File: src/rtl/slurm16_periph_pkg.sv
// Shared constants for slurm16 peripheral bus blocks: data width and the
// gpio_irq_ctrl register map.
package slurm16_periph_pkg;

    localparam int unsigned BUS_DW      = 16;
    localparam int unsigned GPIO_IRQ_AW = 3;

    localparam logic [GPIO_IRQ_AW-1:0] GPIO_IRQ_LEVEL   = 3'd0;
    localparam logic [GPIO_IRQ_AW-1:0] GPIO_IRQ_RISE_EN = 3'd1;
    localparam logic [GPIO_IRQ_AW-1:0] GPIO_IRQ_FALL_EN = 3'd2;
    localparam logic [GPIO_IRQ_AW-1:0] GPIO_IRQ_PENDING = 3'd3;
    localparam logic [GPIO_IRQ_AW-1:0] GPIO_IRQ_MASK    = 3'd4;

endpackage

File: src/rtl/gpio_debounce.sv
// One GPIO channel: two-flop synchroniser followed by an optional
// glitch-rejecting counter filter.
// Config macro: GPIO_IRQ_DEBOUNCE_EN (defined = counter filter present,
// undefined = level follows the synchroniser output directly).
// Ports:
//   CLK, RSTb        clock, async active-low reset
//   pin_in           raw asynchronous pin
//   level            filtered input level
module gpio_debounce #(
    parameter int unsigned DEBOUNCE_CYCLES = 4
) (
    input  logic CLK,
    input  logic RSTb,
    input  logic pin_in,
    output logic level
);

    if (DEBOUNCE_CYCLES < 2 || DEBOUNCE_CYCLES > 255) begin : g_bad_cfg
        $error("gpio_debounce: DEBOUNCE_CYCLES out of range 2..255");
    end

    logic sync1_q, sync1_d;
    logic sync2_q, sync2_d;

    // Synchroniser stages
    always_comb begin
        sync1_d = pin_in;
        sync2_d = sync1_q;
    end

    always_ff @(posedge CLK or negedge RSTb) begin
        if (!RSTb) begin
            sync1_q <= 1'b0;
            sync2_q <= 1'b0;
        end else begin
            sync1_q <= sync1_d;
            sync2_q <= sync2_d;
        end
    end

`ifdef GPIO_IRQ_DEBOUNCE_EN
    localparam int unsigned CNT_W = $clog2(DEBOUNCE_CYCLES + 1);

    logic [CNT_W-1:0] cnt_q, cnt_d;
    logic             filt_q, filt_d;

    // Count consecutive mismatch cycles; accept the new level on the last one.
    always_comb begin
        cnt_d  = '0;
        filt_d = filt_q;
        if (sync2_q != filt_q) begin
            if (cnt_q == CNT_W'(DEBOUNCE_CYCLES - 1)) begin
                filt_d = sync2_q;
            end else begin
                cnt_d = cnt_q + CNT_W'(1);
            end
        end
    end

    always_ff @(posedge CLK or negedge RSTb) begin
        if (!RSTb) begin
            cnt_q  <= '0;
            filt_q <= 1'b0;
        end else begin
            cnt_q  <= cnt_d;
            filt_q <= filt_d;
        end
    end

    assign level = filt_q;
`else
    assign level = sync2_q;
`endif

endmodule

File: src/rtl/gpio_irq_ctrl.sv
// GPIO input and interrupt controller: N_CH filtered inputs, per-channel
// rise/fall event enables, W1C pending register, mask and a registered irq.
// Config macro: GPIO_IRQ_DEBOUNCE_EN (enables the per-channel counter filter).
// Ports:
//   CLK, RSTb        clock, async active-low reset
//   gpio_in          raw pin inputs
//   addr/wr_en/wr_data/rd_en   register access
//   rd_data          registered read data, held between reads
//   irq              registered |(PENDING & MASK)
module gpio_irq_ctrl
    import slurm16_periph_pkg::*;
#(
    parameter int unsigned N_CH            = 6,
    parameter int unsigned DEBOUNCE_CYCLES = 4
) (
    input  logic                   CLK,
    input  logic                   RSTb,
    input  logic [N_CH-1:0]        gpio_in,
    input  logic [GPIO_IRQ_AW-1:0] addr,
    input  logic                   wr_en,
    input  logic [BUS_DW-1:0]      wr_data,
    input  logic                   rd_en,
    output logic [BUS_DW-1:0]      rd_data,
    output logic                   irq
);

    if (N_CH < 1 || N_CH > 16) begin : g_bad_cfg
        $error("gpio_irq_ctrl: N_CH out of range 1..16");
    end

    logic [N_CH-1:0]   level;
    logic [N_CH-1:0]   level_dly_q, level_dly_d;
    logic [N_CH-1:0]   rise_en_q, rise_en_d;
    logic [N_CH-1:0]   fall_en_q, fall_en_d;
    logic [N_CH-1:0]   pending_q, pending_d;
    logic [N_CH-1:0]   mask_q, mask_d;
    logic [BUS_DW-1:0] rd_data_q, rd_data_d;
    logic              irq_q, irq_d;
    logic [N_CH-1:0]   evt;
    logic [N_CH-1:0]   w1c;
    logic [N_CH-1:0]   rd_sel;
    logic [N_CH-1:0]   wr_bits;
    logic              wr_data_unused;

    // Bits above N_CH are deliberately ignored on writes.
    assign wr_bits        = wr_data[N_CH-1:0];
    assign wr_data_unused = ^wr_data;

    for (genvar i = 0; i < N_CH; i++) begin : g_ch
        gpio_debounce #(
            .DEBOUNCE_CYCLES(DEBOUNCE_CYCLES)
        ) u_db (
            .CLK    (CLK),
            .RSTb   (RSTb),
            .pin_in (gpio_in[i]),
            .level  (level[i])
        );
    end

    // Register file, edge detect and interrupt combine
    always_comb begin
        level_dly_d = level;
        rise_en_d   = rise_en_q;
        fall_en_d   = fall_en_q;
        mask_d      = mask_q;
        w1c         = '0;
        rd_sel      = '0;

        evt = (level & ~level_dly_q & rise_en_q) | (~level & level_dly_q & fall_en_q);

        if (wr_en) begin
            case (addr)
                GPIO_IRQ_RISE_EN: rise_en_d = wr_bits;
                GPIO_IRQ_FALL_EN: fall_en_d = wr_bits;
                GPIO_IRQ_PENDING: w1c       = wr_bits;
                GPIO_IRQ_MASK:    mask_d    = wr_bits;
                default:          ;
            endcase
        end

        // A hardware set in the same cycle as a W1C keeps the bit set.
        pending_d = (pending_q & ~w1c) | evt;
        irq_d     = |(pending_q & mask_q);

        case (addr)
            GPIO_IRQ_LEVEL:   rd_sel = level;
            GPIO_IRQ_RISE_EN: rd_sel = rise_en_q;
            GPIO_IRQ_FALL_EN: rd_sel = fall_en_q;
            GPIO_IRQ_PENDING: rd_sel = pending_q;
            GPIO_IRQ_MASK:    rd_sel = mask_q;
            default:          rd_sel = '0;
        endcase
        rd_data_d = rd_en ? BUS_DW'(rd_sel) : rd_data_q;
    end

    always_ff @(posedge CLK or negedge RSTb) begin
        if (!RSTb) begin
            level_dly_q <= '0;
            rise_en_q   <= '0;
            fall_en_q   <= '0;
            pending_q   <= '0;
            mask_q      <= '0;
            rd_data_q   <= '0;
            irq_q       <= 1'b0;
        end else begin
            level_dly_q <= level_dly_d;
            rise_en_q   <= rise_en_d;
            fall_en_q   <= fall_en_d;
            pending_q   <= pending_d;
            mask_q      <= mask_d;
            rd_data_q   <= rd_data_d;
            irq_q       <= irq_d;
        end
    end

    assign rd_data = rd_data_q;
    assign irq     = irq_q;

endmodule

File: config.mk
export PLATFORM = sky130hd
export DESIGN_NAME = gpio_irq_ctrl
export DESIGN_NICKNAME = d
export VERILOG_FILES = /design/src/rtl/slurm16_periph_pkg.sv /design/src/rtl/gpio_debounce.sv /design/src/rtl/gpio_irq_ctrl.sv
export SDC_FILE = /design/constraint.sdc
export NUM_CORES = 1
export LEC_CHECK = 0
export ABC_AREA = 1
export CORE_MARGIN = 4
export CORE_UTILIZATION = 25
export DETAILED_ROUTE_END_ITERATION = 7
export MAX_ROUTING_LAYER = met4
export SYNTH_ARGS = -nofsm -noshare
export SYNTH_HDL_FRONTEND = slang
export SYNTH_SLANG_ARGS = --single-unit
File: constraint.sdc
create_clock -name CLK -period 1.1 [get_ports CLK]
set_input_delay 0.165 -clock CLK [delete_from_list [all_inputs] [get_ports CLK]]
set_output_delay 0.165 -clock CLK [all_outputs]
set_load 0.02 [all_outputs]
==> results of run 1 <==
[flip-flops by register name, summed over array words and instances (netlist names)]
name,cells
rise_en_q,6
rd_data,6
g_ch.u_db.level,6
mask_q,6
level_dly_q,6
pending_q,6
fall_en_q,6
irq,1
g_ch.u_db.sync1_q,6
[final timing paths]
kind / from / to / slack, ps / cells past startpoint
max: rd_data[0] / rd_data[0] / 80 / 1
min: gpio_in[1] / g_ch[1].u_db.sync1_q / 290 / 1
max reg2reg: pending_q[5] / irq / 110 / 3
min reg2reg: g_ch[3].u_db.sync1_q / g_ch[3].u_db.level / 350 / 0
max in group asynchronous: RSTb / mask_q[4] / 500 / 3
min in group asynchronous: RSTb / mask_q[5] / 380 / 3
[report_power, final]
group          internal, mW  switching [mW]  total [mW]
logic                 0.333           0.425       0.759
clock network         0.569           0.583        1.15
registers              2.04           0.184        2.23
total                  2.94            1.19        4.14
[metrics by stage]
stage	instance area, µm²	total power, mW	setup slack [ps]	hold slack (ps)	TNS [ps]
after floorplan	2170	2.67	108	-131	0
after global placement	2640	3.02	-565	176	-13840
after detailed placement	2640	3.05	-583	179	-14290
after CTS	2760	4.19	6.43	284	0
after global routing	2760	4.37	1.76	289	0
final	2760	4.14	82.1	294	0
[cell families after synthesis]
group / Yosys count
other: 1
AOI/OAI and AO/OA: 38
buffers and inverters: 31
DFF: 49
and+or+nand+nor: 101
[what timing repair did]
action / in CTS / in global routing
gates resized for setup: 39 / 6
buffers inserted: 4 / 0
hold buffers: 1 / 0
pin swaps: 3 / 2
endpoints found under the setup margin: 37 / 6
endpoints found under the hold margin: 49 / 0
[cell usage in the layout, fill, tap and decap left out]
| cell | n |
|---|---|
| clkdlybuf4s50_1 | 14 |
| nor2_8 | 1 |
| inv_1 | 11 |
| nand2_1 | 51 |
| diode_2 | 1 |
| nand4_1 | 2 |
| clkinv_2 | 2 |
| o21ai_1 | 7 |
| inv_2 | 2 |
| nand3_1 | 32 |
| dlygate4sd3_1 | 1 |
| a22o_1 | 2 |
| o21ai_2 | 7 |
| buf_12 | 2 |
| o211ai_1 | 6 |
| a21oi_1 | 2 |
| buf_4 | 24 |
| nor2_4 | 1 |
| conb_1 | 10 |
| nand3b_1 | 4 |
| nand3_2 | 1 |
| nor2_1 | 6 |
| dlygate4sd2_1 | 2 |
| buf_6 | 3 |
| nor2_2 | 1 |
| dfrtp_1 | 49 |
| clkbuf_8 | 7 |
| nand3_4 | 2 |
| clkdlybuf4s15_1 | 1 |
| o21ai_0 | 14 |
| buf_2 | 8 |
[final cells by class]
cell class / count / area share
clock buffers: 7 / 0.0349
diodes: 1 / 0.000906
inverters: 14 / 0.0195
repair buffers: 55 / 0.171
multi-input cells: 149 / 0.281
flip-flops and latches: 49 / 0.444
well taps: 105 / 0.0476
clock inverters: 1 / 0.00181
[layer usage]
metal | GRT usage | vias up | share of wire
li1 | - | 826 | -
met1 | 0.144 | 779 | 0.46
met2 | 0.160 | 50 | 0.46
met3 | 0.0304 | 5 | 0.071
met4 | 0.0290 | 0 | 0.0086
met5 | - | - | 0
==> results.toml, run 1 <==
[logic_synthesis]
synth_area_leaders = "dfrtp_1 57%, nand2_1 8.9%, nand3_1 7.7%, o21ai_0 4.7%, buf_4 3.5%"
synth_area_leader_cell = "dfrtp_1"
ys_ff_latch = 49
synthArstFlopShare = 1.00
ys.flop_type = "dfrtp_1"
ys_seq_area_frac = 0.573
synth_top_cell_area_share = 0.573
netlist_area_mm2 = 0.00214
synth-simple-area-share = 0.231
synth_compound_area_frac = 0.110
syn_avg_cell_area_um2 = 9.73
synth_top_family_by_area = "simple AND/OR/NAND/NOR gates"
yosys_warnings = 0
syn_inst = 220
muxShareOfSynthArea = 0
synth_fa_ha_area_frac = 0
synth_common_cells = "51 x nand2_1, 49 x dfrtp_1, 33 x nand3_1, 20 x o21ai_0, 12 x inv_1"
synth_most_common_cell = "nand2_1"
synth_cell_types = 24
synth_xor_xnor_area_share = 0
synth_edf_count = 0

[route]
routed_wl_um = 4910
ant_nets = 0
dr.pass1.iters = 4
drtIter0Drc = 90
post_drt_wl_per_cell_um = 12.9
vias = 1660
vias_per_cell = 4.36
drcViolationCount = 0

[final_layout]
nFillCells = 843
multi_input_area_um2 = 776
seqCellArea_mm2 = 0.00123
nets = 303
post-route-util = 0.335
drive_above_1_share = 0.222
instances_no_fill = 381
syn2layout_area_growth_pct = 29.0

[sta]
clock_skew_ps = 8.18
finalCriticalPeriod_ps = 1020
final.period_utilization = 0.925
rsz0062_at_grt = "false"
setup_viol = 0
hold_violations = 0
slew_viol_final = 0
clock.fmax_ghz = 0.982

[global_route]
grt_pass1_wl_um = 8270
grt_overflow = 0
first_global_vias = 1604
track_usage = 0.107
antenna_found_initial = 1
grt_max_degree = 50

[floorplan]
die_area_mm2 = 0.0101
ios = 46
placementRows = 33
die_w_um = 101
core_mm2 = 0.00826
start_util = 0.259
die_y_um = 101

[critical_path]
critPathArrivalTime_ps = 850
path_cells = "buf_2"
critical_path_class = "flip-flop to primary output"
max_stage_delay_ps = 390
path_buf_inv = 1
cpLargestDelayFamily = "flip-flops"
cp-start-kind = "flip-flop"
cp_max_fo = 2
end_kind = "primary output"
cp.required_ps = 940
slowest_stage = "dfrtp_1"

[pwr]
power_density_mw_per_mm2 = 1500
p_leak_nw = 1.30
vdd_drop_max_v = 0.000459

[hold_path]
worstHoldPathType = "input port to flip-flop"

[clocking]
cts.htree.levels = 2
cts_tree = "yes"
cts_sinks = 49
path_clk_slew_ps = 90
cts_buffers = 5
cts-root-buf = "clkbuf_8"
clk_latency_ps = 300
clk_path_buf_depth = 2

[placed_design]
place.gp.congestion = 0.881
dp_cells = 367
port_buffers = 25
dpl.hpwl_um = 3570

[job]
cap_violations = 0

[status]
outcome = "finished clean"
Power figures use the tool's default switching activity.
==> inputs of run 2 (changes only) <==
CAP_MARGIN = 30   (was default)
==> results of run 2 <==
Final layout, timing and power as in run 1 (identical DEF).
